--- src/rtl/cost_pkg.sv ---
// Shared types and helpers for the squared-error cost engine.
package cost_pkg;

    typedef enum logic [1:0] {
        IDLE  = 2'd0,
        RUN   = 2'd1,
        DRAIN = 2'd2,
        DONE  = 2'd3
    } state_e;

    // Ceiling log2, with a minimum of 1 bit so a 1-bit index always exists.
    function automatic int unsigned clog2(input int unsigned n);
        int unsigned r;
        r = 0;
        for (int unsigned v = n - 1; v > 0; v = v >> 1) begin
            r = r + 1;
        end
        if (r == 0) begin
            r = 1;
        end
        return r;
    endfunction

    // Training target for one class: hot value on the labelled class, else zero.
    function automatic int unsigned target_val(input logic hot, input int unsigned hot_val);
        return hot ? hot_val : 32'd0;
    endfunction

endpackage

--- src/rtl/sq_err_lane.sv ---
// Combinational error lane: absolute difference of target/confidence and the
// square of a (registered) difference with SQ_SHIFT LSBs dropped.
module sq_err_lane #(
    parameter int unsigned CONF_W   = 4,
    parameter int unsigned SQ_SHIFT = 2
) (
    input  logic [CONF_W-1:0]              i_tgt,
    input  logic [CONF_W-1:0]              i_conf,
    output logic [CONF_W-1:0]              o_diff,
    input  logic [CONF_W-1:0]              i_diff,
    output logic [2*CONF_W-SQ_SHIFT-1:0]   o_sq
);

    localparam int unsigned SQ_FULL_W = 2 * CONF_W;

    logic [SQ_FULL_W-1:0] w_full;

    assign o_diff = (i_tgt >= i_conf) ? (i_tgt - i_conf) : (i_conf - i_tgt);

    assign w_full = SQ_FULL_W'(i_diff) * SQ_FULL_W'(i_diff);
    assign o_sq   = w_full[SQ_FULL_W-1:SQ_SHIFT];

endmodule

--- src/rtl/sq_error_cost_unit.sv ---
// Squared-error cost engine: snapshots confidences/label, streams one class per
// cycle through diff -> square -> accumulate, and tracks the argmax prediction.
// Define COST_SAT_EN for a saturating accumulator; default build wraps.
module sq_error_cost_unit
    import cost_pkg::*;
#(
    parameter int unsigned NUM_CLASSES = 10,
    parameter int unsigned CONF_W      = 4,
    parameter int unsigned SQ_SHIFT    = 2,
    parameter int unsigned ACC_W       = 8,
    parameter int unsigned TARGET_HOT  = 32'd1 << (CONF_W - 1)
) (
    input  logic                            clk,
    input  logic                            n_rst,
    input  logic                            start,
    input  logic [NUM_CLASSES-1:0]          expected_label,
    input  logic [NUM_CLASSES*CONF_W-1:0]   confidences,
    output logic                            busy,
    output logic                            done,
    output logic [ACC_W-1:0]                cost,
    output logic                            cost_ovf,
    output logic [clog2(NUM_CLASSES)-1:0]   pred_class,
    output logic                            pred_correct,
    output logic                            label_err
);

    localparam int unsigned       IDX_W    = clog2(NUM_CLASSES);
    localparam int unsigned       SQ_W     = 2 * CONF_W - SQ_SHIFT;
    localparam logic [IDX_W-1:0]  LAST_IDX = IDX_W'(NUM_CLASSES - 1);
    localparam logic [ACC_W-1:0]  ACC_MAX  = '1;

    state_e                 r_state;
    state_e                 w_state_nxt;
    logic                   w_accept;
    logic                   w_run;
    logic                   w_finish;

    logic [IDX_W-1:0]       r_idx;
    logic                   r_drain;
    logic [NUM_CLASSES-1:0] r_label;
    logic [CONF_W-1:0]      r_conf [NUM_CLASSES];

    logic [CONF_W-1:0]      w_conf_cur;
    logic [CONF_W-1:0]      w_tgt;
    logic [CONF_W-1:0]      w_diff;
    logic [SQ_W-1:0]        w_sq;
    logic [CONF_W-1:0]      r_diff;
    logic [ACC_W-1:0]       r_sq;
    logic                   r_v1;
    logic                   r_v2;

    logic [ACC_W-1:0]       r_acc;
    logic                   r_ovf;
    logic [ACC_W:0]         w_sum;

    logic [CONF_W-1:0]      r_max_val;
    logic [IDX_W-1:0]       r_max_idx;

    // FSM state register
    always_ff @(posedge clk or negedge n_rst) begin
        if (!n_rst) begin
            r_state <= IDLE;
        end else begin
            r_state <= w_state_nxt;
        end
    end

    // FSM next-state and control strobes
    always_comb begin
        w_state_nxt = r_state;
        w_accept    = 1'b0;
        w_run       = 1'b0;
        w_finish    = 1'b0;
        case (r_state)
            IDLE: begin
                if (start) begin
                    w_accept    = 1'b1;
                    w_state_nxt = RUN;
                end
            end
            RUN: begin
                w_run = 1'b1;
                if (r_idx == LAST_IDX) begin
                    w_state_nxt = DRAIN;
                end
            end
            DRAIN: begin
                if (r_drain) begin
                    w_state_nxt = DONE;
                end
            end
            DONE: begin
                w_finish    = 1'b1;
                w_state_nxt = IDLE;
            end
            default: begin
                w_state_nxt = IDLE;
            end
        endcase
    end

    // Class index and two-cycle drain timer
    always_ff @(posedge clk or negedge n_rst) begin
        if (!n_rst) begin
            r_idx   <= '0;
            r_drain <= 1'b0;
        end else begin
            if (w_accept) begin
                r_idx <= '0;
            end else if (w_run) begin
                r_idx <= (r_idx == LAST_IDX) ? '0 : r_idx + 1'b1;
            end
            r_drain <= (r_state == DRAIN) ? ~r_drain : 1'b0;
        end
    end

    // Snapshot of label and confidences; inputs are free to change afterwards
    always_ff @(posedge clk or negedge n_rst) begin
        if (!n_rst) begin
            r_label <= '0;
            for (int unsigned i = 0; i < NUM_CLASSES; i++) begin
                r_conf[i] <= '0;
            end
        end else if (w_accept) begin
            r_label <= expected_label;
            for (int unsigned i = 0; i < NUM_CLASSES; i++) begin
                r_conf[i] <= confidences[i*CONF_W +: CONF_W];
            end
        end
    end

    assign w_conf_cur = r_conf[r_idx];
    assign w_tgt      = CONF_W'(target_val(r_label[r_idx], TARGET_HOT));

    sq_err_lane #(
        .CONF_W   (CONF_W),
        .SQ_SHIFT (SQ_SHIFT)
    ) u_lane (
        .i_tgt  (w_tgt),
        .i_conf (w_conf_cur),
        .o_diff (w_diff),
        .i_diff (r_diff),
        .o_sq   (w_sq)
    );

    // Stage 1 / stage 2 pipeline registers with valid tags
    always_ff @(posedge clk or negedge n_rst) begin
        if (!n_rst) begin
            r_v1   <= 1'b0;
            r_v2   <= 1'b0;
            r_diff <= '0;
            r_sq   <= '0;
        end else begin
            r_v1   <= w_run;
            r_diff <= w_diff;
            r_v2   <= r_v1;
            r_sq   <= ACC_W'(w_sq);
        end
    end

    assign w_sum = {1'b0, r_acc} + {1'b0, r_sq};

    // Stage 3 accumulator; overflow flag is sticky for the run
    always_ff @(posedge clk or negedge n_rst) begin
        if (!n_rst) begin
            r_acc <= '0;
            r_ovf <= 1'b0;
        end else if (w_accept) begin
            r_acc <= '0;
            r_ovf <= 1'b0;
        end else if (r_v2) begin
`ifdef COST_SAT_EN
            if (w_sum[ACC_W]) begin
                r_acc <= ACC_MAX;
                r_ovf <= 1'b1;
            end else begin
                r_acc <= w_sum[ACC_W-1:0];
            end
`else
            r_acc <= w_sum[ACC_W-1:0];
            if (w_sum[ACC_W]) begin
                r_ovf <= 1'b1;
            end
`endif
        end
    end

    // Argmax in stage-1 order: only a strictly larger value moves the winner
    always_ff @(posedge clk or negedge n_rst) begin
        if (!n_rst) begin
            r_max_val <= '0;
            r_max_idx <= '0;
        end else if (w_accept) begin
            r_max_val <= '0;
            r_max_idx <= '0;
        end else if (w_run && (w_conf_cur > r_max_val)) begin
            r_max_val <= w_conf_cur;
            r_max_idx <= r_idx;
        end
    end

    // Result registers: published with the done pulse, held until the next run ends
    always_ff @(posedge clk or negedge n_rst) begin
        if (!n_rst) begin
            busy         <= 1'b0;
            done         <= 1'b0;
            cost         <= '0;
            cost_ovf     <= 1'b0;
            pred_class   <= '0;
            pred_correct <= 1'b0;
            label_err    <= 1'b0;
        end else begin
            done <= w_finish;
            if (w_accept) begin
                busy <= 1'b1;
            end else if (done) begin
                busy <= 1'b0;
            end
            if (w_finish) begin
                cost         <= r_acc;
                cost_ovf     <= r_ovf;
                pred_class   <= r_max_idx;
                pred_correct <= r_label[r_max_idx];
                label_err    <= ($countones(r_label) != 1);
            end
        end
    end

endmodule
--- config.mk ---
export PLATFORM = sky130hd
export DESIGN_NAME = sq_error_cost_unit
export DESIGN_NICKNAME = d
export VERILOG_FILES = /design/src/rtl/cost_pkg.sv /design/src/rtl/sq_err_lane.sv /design/src/rtl/sq_error_cost_unit.sv
export SDC_FILE = /design/constraint.sdc
export NUM_CORES = 1
export LEC_CHECK = 0
export BUFFER_PORTS_ARGS = -buffer_cell sky130_fd_sc_hd__buf_2
export CAP_MARGIN = 10
export CELL_PAD_IN_SITES_DETAIL_PLACEMENT = 2
export CELL_PAD_IN_SITES_GLOBAL_PLACEMENT = 2
export CORE_MARGIN = 2
export CORE_UTILIZATION = 33
export DETAILED_ROUTE_END_ITERATION = 8
export GPL_ROUTABILITY_DRIVEN = 0
export PLACE_DENSITY = 0.81
export SLEW_MARGIN = 20
export SYNTH_ARGS = -nofsm -noshare
export SYNTH_HDL_FRONTEND = slang
export SYNTH_SLANG_ARGS = --single-unit
--- constraint.sdc ---
create_clock -name clk -period 3 [get_ports clk]
set_input_delay 0.6 -clock clk [delete_from_list [all_inputs] [get_ports clk]]
set_output_delay 0.6 -clock clk [all_outputs]
set_load 0.01 [all_outputs]
Word level (Yosys, flattened, before mapping) --
Cells that the tools add are included.
Storage, ports and cells: register bits 103, word-level logic and storage cells 99, output and inout bits 17, input bits 53
Operators by class: add/subtract/negate cells 13, $mul 1, bitwise gates (word level) 2, eq/ne operators 8, $lt $le $gt $ge 5, multiplexer cells 32, reductions and logical operators 9
Operators with widths (count):
- 4-bit two-way mux | 11
- 4-bit binary-select mux with 4-bit select | 1
- 8-bit two-way mux | 2
- 1-bit two-way mux | 12
- 1-bit by 1-bit adder with 2-bit output | 5
- 4-bit by 5-bit less-than comparator with 1-bit output, second input constant | 2
- 2-bit nonzero test | 5
- 8-bit by 6-bit adder with 9-bit output | 1
- 1-bit binary-select mux with 4-bit select | 2
- 4-bit by 4-bit multiplier with 8-bit output | 1
- 2-bit one-hot mux with 4 select lines | 1
- 4-bit subtractor | 2
- 2-bit by 2-bit adder with 3-bit output | 2
- 2-bit two-way mux | 3
- 2-bit inequality test, second input constant | 3
- 4-bit by 2-bit adder with 5-bit output | 1
- 5-bit >= comparator, second input constant | 1
- 5-bit by 1-bit inequality test with 1-bit output, second input constant | 1
- 4-bit inverter with 5-bit output | 1
- 3-bit by 3-bit adder with 4-bit output | 1
- 4-bit by 1-bit adder with 4-bit output, second input constant | 1
- 2-bit equality test, second input constant | 2
- 4-bit equality test, second input constant | 1
- 4-bit >= comparator | 1
- other kinds (7) | 7

Longest topological paths before layout --
Gate-level depths: netlist of the first run.
word-level depth 8, gate-level depth with buffers 14, mapped depth without buffers 11

Cells and area by module --
A second synthesis of the first run with hierarchy kept.
Unflattened totals: cells, all modules 548, area total of the unflattened synthesis 5422.7 um2
Modules (own cells, without submodules):
- sq_error_cost_unit | instances 1, cells an instance 478, sequential area each 2577.5 um2, area each 4906.0 um2
- sq_err_lane | instances 1, cells an instance 70, sequential area each 0.0 um2, area each 516.7 um2

Worst setup path after synthesis of the first run --
OpenSTA, ideal clock, no wires.
path type register to register, start register r_label[0], end register label_err, path slack -0.180 ns, stages on the path, launching flop included 12, buffers on the path 0, required time 2.879 ns, setup time 0.121 ns, data arrival time 3.059 ns, period minus slack after synthesis 3.180 ns, cells stage by stage dfrtp_1 fa_1 fa_1 inv_1 fa_1 inv_1 ha_1 inv_1 fa_1 a2111oi_0 a21oi_1 o22a_1
On the way: word-level cells in the longest chain between the ends 5
Ends and longest elaborated chain:
- start, declared | line sq_error_cost_unit.sv:40 | logic [NUM_CLASSES-1:0] r_label;
- start signal, assigned | line sq_error_cost_unit.sv:125 | r_label <= expected_label;
- 1-bit by 1-bit adder with 2-bit output (not written as such) | line sq_error_cost_unit.sv:224 | label_err <= ($countones(r_label) != 1);
- 2-bit by 2-bit adder with 3-bit output (not written as such) | line sq_error_cost_unit.sv:224
- 3-bit by 3-bit adder with 4-bit output (not written as such) | line sq_error_cost_unit.sv:224
- 4-bit by 2-bit adder with 5-bit output (not written as such) | line sq_error_cost_unit.sv:224
- 5-bit by 1-bit inequality test with 1-bit output | line sq_error_cost_unit.sv:224
- end signal, assigned | line sq_error_cost_unit.sv:224
- end, declared | line sq_error_cost_unit.sv:24 | output logic label_err
No other way between the ends. A chain may end at the register's enable or synchronous reset.

Final worst setup path of the first run --
Ends and elaborated chain as after synthesis.

==> results.md, run 1 <==
* Outcome: complete, but fails checks
* Violated checks: negative setup slack
* Critical path peak fanout at 2
* Fraction of registers with async set/reset at 100%
* Vias at 3893
* CTS tree: built
* Drt drc at 0
* Finished Layout Cells at 794
* Seq/Total Area, Yosys at 49.9%
* IO Count at 70
* Final instance area at 6170 um^2
* DP HPWL at 10300 um
* P per Cell Area at 1290 nW/um^2
* Clock slew at reported path FFs at 0.08 ns
* Layout cell share with drive strength beyond 1 at 26.2%
* Nets at 662
* Via density at 4.90
* Post-synth EDFFs at 0
* Crit path cell chain: fa_1, fa_1, inv_1, fa_1, inv_1, ha_2, inv_2, fa_2, a2111oi_4, a21oi_2, o22a_1
* Global route total overflow at 0
* Flops & latches, synth at 103
* Largest net degree at the start of global routing at 71
* Worst skew pair latency at 0.36 ns
* DIE AREA at 16700 um^2
* Antenna Nets Post-Route at 0
* ANT cells at 0
* R2R Setup Slk at -0.15 ns
* Core area at 15300 um^2
* Max Cap Viol at 0
* Hold buffer count at cts at 0
* IO buf count at 69
* Post-CTS Setup Bufs at 0
* Final slew viol count at 0
* Top cell family by delay on the critical path: adder cells
* Max Root-Sink Buffers at 2
* Crit path kind: flip-flop to flip-flop
* Clock buffer count from CTS at 9
* CP startpoint kind: flip-flop
* Warnings, synthesis at 0
* Setup Viol. Count Final at 1
* Final worst-path cycle share at 105%
* Drt pass-1 iters at 4
* Clk sinks at 103
* RSZ-0062 raised after global routing: true
* Crit path time final at 3.15 ns
* First-pass GRT wire length at 23200 um
* Crit-path most repeated cell: fa_1
* Cells after Synth at 503
* Bufs and invs on worst path at 3
* Wirelength per Cell at 17.2 um
* Count of different cell masters after synthesis at 48
* Antenna violations before repair at 0
* RR Endpoint: label_err
* Slew Limit Headroom at 43.3%
* Commonest non-fill, non-tap cell in the layout: nand2_1
* Main flop type after synthesis: dfrtp_1
* Max Clk Rate at 318 MHz
* Post-Route WL at 13700 um
* Most frequent cells in the layout: nand2_1, dfrtp_1, buf_2, inv_1, ha_1
* Initial DRC Count at 110
* Placed instance area at 5820 um^2
* Synthesized Nets at 587
* Syn-to-layout area delta at 19.6%
* CTS root buffer: clkbuf_16
* Die Wd at 129 um
* Clk_skew at 0.0128 ns
* Die height at 129 um
* Worst-Margin Slew at 0.851 ns
* Setup ws final at -0.148 ns
* CP Data Arrival Time at 3.39 ns
* Final core occ at 40.5%
* RR Startpoint: r_label[0]
* Vias in the first global route at 4588
* Maximum vdd drop at 0.464 mV
* Final Hold Vio Count at 0
* Hold Crit Class: input pin to asynchronous set/reset pin
* Synth Cell Area at 5160 um^2
* Delay of the slowest critical-path stage at 0.52 ns
* GRT Util Overall at 18.0%
* Worst Reg-to-Reg Cells at 11
* WP data required at 3.24 ns
* # rows at 45
* Fin Hold WS at 0.199 ns
* CP startpoint: r_label[0]
* Syn Area/Cell at 10.3 um^2
* Initial Utilization at 33.8%
* Placed Instances at 778
* H-tree depth at 3
* Leak Pwr at 3.10 nW
* Worst Setup End Kind: flip-flop
* Slowest-stage cell, CP: fa_1
[sequential cells by signal (all words and copies together), names as in the netlist, 6 cells and up]
register	flops
r_conf	40
r_label	10
cost	8
r_acc	8
r_sq	6
[per-layer routing]
metal,vias to the layer above,part of all wire (%),track usage (%)
li1,1816,-,-
met1,1985,41,20.3
met2,71,54,33.7
met3,21,3.4,4.34
met4,0,1.7,5.05
met5,-,0,0
[power by group]
group          internal, mW  switching (mW)
Combinational          1.90            2.31
Sequential             2.00           0.453
Clock                 0.735           0.549
Total                  4.64            3.31
[through the flow]
step	TNS (ns)	worst slack [ns]	power, mW
CTS	-0.179	-0.179	8.07
global placement	-0.0325	-0.0325	6.06
detailed placement	-0.190	-0.190	6.56
global route	-0.296	-0.296	8.72
floorplan	-0.0192	-0.0192	5.26
finish	-0.148	-0.148	7.95
[cells by family after synthesis]
group	Yosys count	synth area share [%]
buf+inv	51	4.27
fa+ha+maj	31	8.53
compound gates	70	9.38
flops	103	49.9
simple gates	202	16.5
mux	37	9.89
xor+xnor	9	1.53
[synthesized netlist by cell type (2+ instances only)]
cell / n / share of area [%]
a211oi_1: 2 / 0.29
a21o_1: 3 / 0.44
a21oi_1: 20 / 1.9
a22o_1: 8 / 1.4
a31o_2: 2 / 0.34
a31oi_1: 3 / 0.36
and2_1: 9 / 1.1
buf_2: 4 / 0.39
clkbuf_1: 17 / 1.2
dfrtp_1: 103 / 50
fa_1: 7 / 2.7
ha_1: 24 / 5.8
inv_1: 27 / 2.0
mux2_2: 19 / 4.1
mux2i_1: 9 / 1.7
mux4_2: 8 / 3.5
nand2_1: 156 / 11
nand2b_1: 3 / 0.36
nor2_1: 16 / 1.2
nor2b_1: 7 / 0.85
nor3b_1: 2 / 0.29
o21a_1: 3 / 0.44
o21ai_0: 13 / 1.3
o21bai_1: 2 / 0.29
o22ai_1: 4 / 0.48
o22ai_2: 2 / 0.48
or3_1: 2 / 0.24
xnor2_1: 6 / 1.0
xor2_1: 3 / 0.51
[final cells by class]
cell class	instances	area, um^2
Clock buffer	9	225
Sequential cell	103	2580
Clock inverter	7	95.1
Tap cell	211	264
Fill cell	1670	9080
Timing Repair Buffer	87	503
Inverter	28	105
Multi-Input combinational cell	349	2400
[worst max-delay path by stage]
stage,end,depth (start not counted)
after floorplan,label_err,11
after global placement,label_err,11
after detailed placement,label_err,11
after CTS,label_err,11
after global routing,label_err,11
final,label_err,11
[what timing repair did]
action,4_1_cts,5_1_grt
pin swaps,1,1
cloned,0,0
setup endpoints to repair,1,9
resized for setup,3,9
No activity file was read; power rests on OpenSTA's default activity.
==> run 2: changes to the inputs <==
--- a/config.mk
+++ b/config.mk
@@ -5,15 +5,15 @@
 export SDC_FILE = /design/constraint.sdc
 export NUM_CORES = 1
 export LEC_CHECK = 0
-export BUFFER_PORTS_ARGS = -buffer_cell sky130_fd_sc_hd__buf_2
 export CAP_MARGIN = 10
 export CELL_PAD_IN_SITES_DETAIL_PLACEMENT = 2
 export CELL_PAD_IN_SITES_GLOBAL_PLACEMENT = 2
 export CORE_MARGIN = 2
-export CORE_UTILIZATION = 33
+export CORE_UTILIZATION = 37
 export DETAILED_ROUTE_END_ITERATION = 8
+export DONT_BUFFER_PORTS = 1
 export GPL_ROUTABILITY_DRIVEN = 0
-export PLACE_DENSITY = 0.81
+export PLACE_DENSITY = 0.82
 export SLEW_MARGIN = 20
 export SYNTH_ARGS = -nofsm -noshare
 export SYNTH_HDL_FRONTEND = slang
==> run 2 against run 1 <==
  * The run ends with negative hold slack, negative setup slack left
  * Non-clock buffer count shrank 61
  * Clock-buffer cell count stayed put
  * Sequential power rose by 2%
  * Routed wire length is 1.1% lower
  * Total power is 1.8% higher
  * Via count down 6.1%
  * Largest cell class unchanged
==> results.md, run 2 (synthesized netlist as in run 1, its figures left out) <==
* Initial DRC Count at 157
* Antenna violations before repair at 0
* Slowest-stage cell, CP: fa_1
* Core area at 13800 um^2
* CTS tree: built
* Crit path kind: flip-flop to flip-flop
* Initial Utilization at 37.5%
* Nets at 601
* Commonest non-fill, non-tap cell in the layout: nand2_1
* Grt met2 use at 36.1%
* Bufs and invs on worst path at 3
* Max Root-Sink Buffers at 2
* Finished Layout Cells at 702
* Drt pass-1 iters at 4
* Worst Reg-to-Reg Cells at 11
* Leak Pwr at 2.87 nW
* Antenna Nets Post-Route at 0
* Met3 Track Usage GR at 5.85%
* Largest reg by FF count: r_conf
* Crit path time final at 3.23 ns
* DP HPWL at 9550 um
* Global route total overflow at 0
* Critical path peak fanout at 2
* Clock buffer count from CTS at 9
* Max Cap Viol at 0
* Crit-path most repeated cell: fa_1
* Via density at 5.21
* RR Endpoint: label_err
* P per Cell Area at 1370 nW/um^2
* Fin Hold WS at -0.0659 ns
* CTS root buffer: clkbuf_16
* Crit path cell chain: fa_1, fa_1, inv_1, fa_1, inv_1, ha_2, inv_2, fa_2, a2111oi_4, a21oi_1, o22a_1
* Max reg flops at 40
* CP startpoint kind: flip-flop
* R2R Setup Slk at -0.23 ns
* Clk sinks at 103
* Post-Route WL at 13500 um
* Slew Limit Headroom at 40.6%
* Maximum vdd drop at 0.561 mV
* RSZ-0062 raised after global routing: true
* Worst Setup End Kind: flip-flop
* Most frequent cells in the layout: nand2_1, dfrtp_1, inv_1, buf_4, ha_1
* DIE AREA at 14900 um^2
* Top cell family by delay on the critical path: adder cells
* Clk_skew at 0.00710 ns
* Vias in the first global route at 4285
* Setup Viol. Count Final at 1
* H-tree depth at 3
* Max Clk Rate at 309 MHz
* Busiest grt layer: met2
* Outcome: complete, but fails checks
* Wirelength per Cell at 19.3 um
* Die height at 122 um
* Final worst-path cycle share at 108%
* WP data required at 3.24 ns
* CP startpoint: r_label[0]
* Clock slew at reported path FFs at 0.07 ns
* Hold Crit Class: input pin to asynchronous set/reset pin
* Layout cell share with drive strength beyond 1 at 17.8%
* GRT Util Overall at 19.5%
* First-pass GRT wire length at 22000 um
* Die Wd at 122 um
* Vias at 3655
* Met1 usage at 21.4%
* Largest registers: r_conf: 40 flops, r_label: 10 flops
* Delay of the slowest critical-path stage at 0.53 ns
* Drt drc at 0
* Critical Path Stages at 11
* IO Count at 70
* Violated checks: negative hold slack, negative setup slack
* Worst-Margin Slew at 0.890 ns
* IO buf count at 0
* RR Startpoint: r_label[0]
* Largest net degree at the start of global routing at 104
* Final Hold Vio Count at 103
* # rows at 43
* Placed Instances at 677
* Setup TNS at -0.232 ns
* Crit path to: label_err
* Setup ws final at -0.232 ns
* ANT cells at 0
* Post-place setup slack at -0.285 ns
* Syn-to-layout area delta at 14.0%
* Worst skew pair latency at 0.36 ns
* CP Data Arrival Time at 3.48 ns
* Final slew viol count at 0
[run 2: changes by cell type in the layout (fill, tap and decap cells not counted), sizes merged]
cell	previous run	this run
buf	87	26
bufinv	2	3
inv	30	29
[run 2: cell type report]
class / count / area [um^2]
Sequential cell: 103 / 2580
Clock inverter: 7 / 120
Multi-Input combinational cell: 349 / 2420
Timing Repair Buffer: 26 / 206
Inverter: 28 / 105
Clock buffer: 9 / 225
Tap cell: 180 / 225
Fill cell: 1459 / 7890
[run 2: worst min path at each step]
stage                      from  slack [ns]  cells after the start    endpoint
final                     n_rst       -0.07                      0       r_ovf
after global routing      n_rst       -0.09                      0   label_err
after CTS                 n_rst       -0.08                      0       r_ovf
after detailed placement  n_rst        0.31                      0       r_ovf
after global placement    n_rst        0.31                      0  r_label[2]
after floorplan           n_rst        0.30                      0        busy
[run 2: layer usage]
layer	wire length [um]	vias up
met5	0	-
met4	193	0
met3	538	14
met2	7360	65
met1	5450	1882
li1	-	1694
[run 2: worst reg2reg max path, cell delays in order, from the launching register on]
cell       delay (ns)
dfrtp_1          0.40
fa_1             0.53
fa_1             0.53
inv_1            0.05
fa_1             0.43
inv_1            0.08
ha_2             0.18
inv_2            0.04
fa_2             0.37
a2111oi_4        0.23
a21oi_1          0.08
o22a_1           0.19
[run 2: power by group]
part / switching [mW] / total (mW) / internal (mW)
registers: 0.512 / 2.51 / 2.00
clock network: 0.541 / 1.36 / 0.818
logic: 2.27 / 4.22 / 1.94
[run 2: stage by stage]
stage	power [mW]	cell area (um^2)	util, %
floorplan	5.26	5170	-
global placement	5.95	5410	39.3
detailed placement	6.45	5410	39.3
CTS	7.99	5780	41.9
global route	8.82	5890	42.7
finish	8.09	5890	42.7
[run 2: timing repair]
item                                    CTS  global route
gates cloned                              0             0
pin swaps                                 1             2
endpoints found under the setup margin    9             9
setup buffers                             0             9
resized for setup                         4            12
endpoints found under the hold margin   103           103
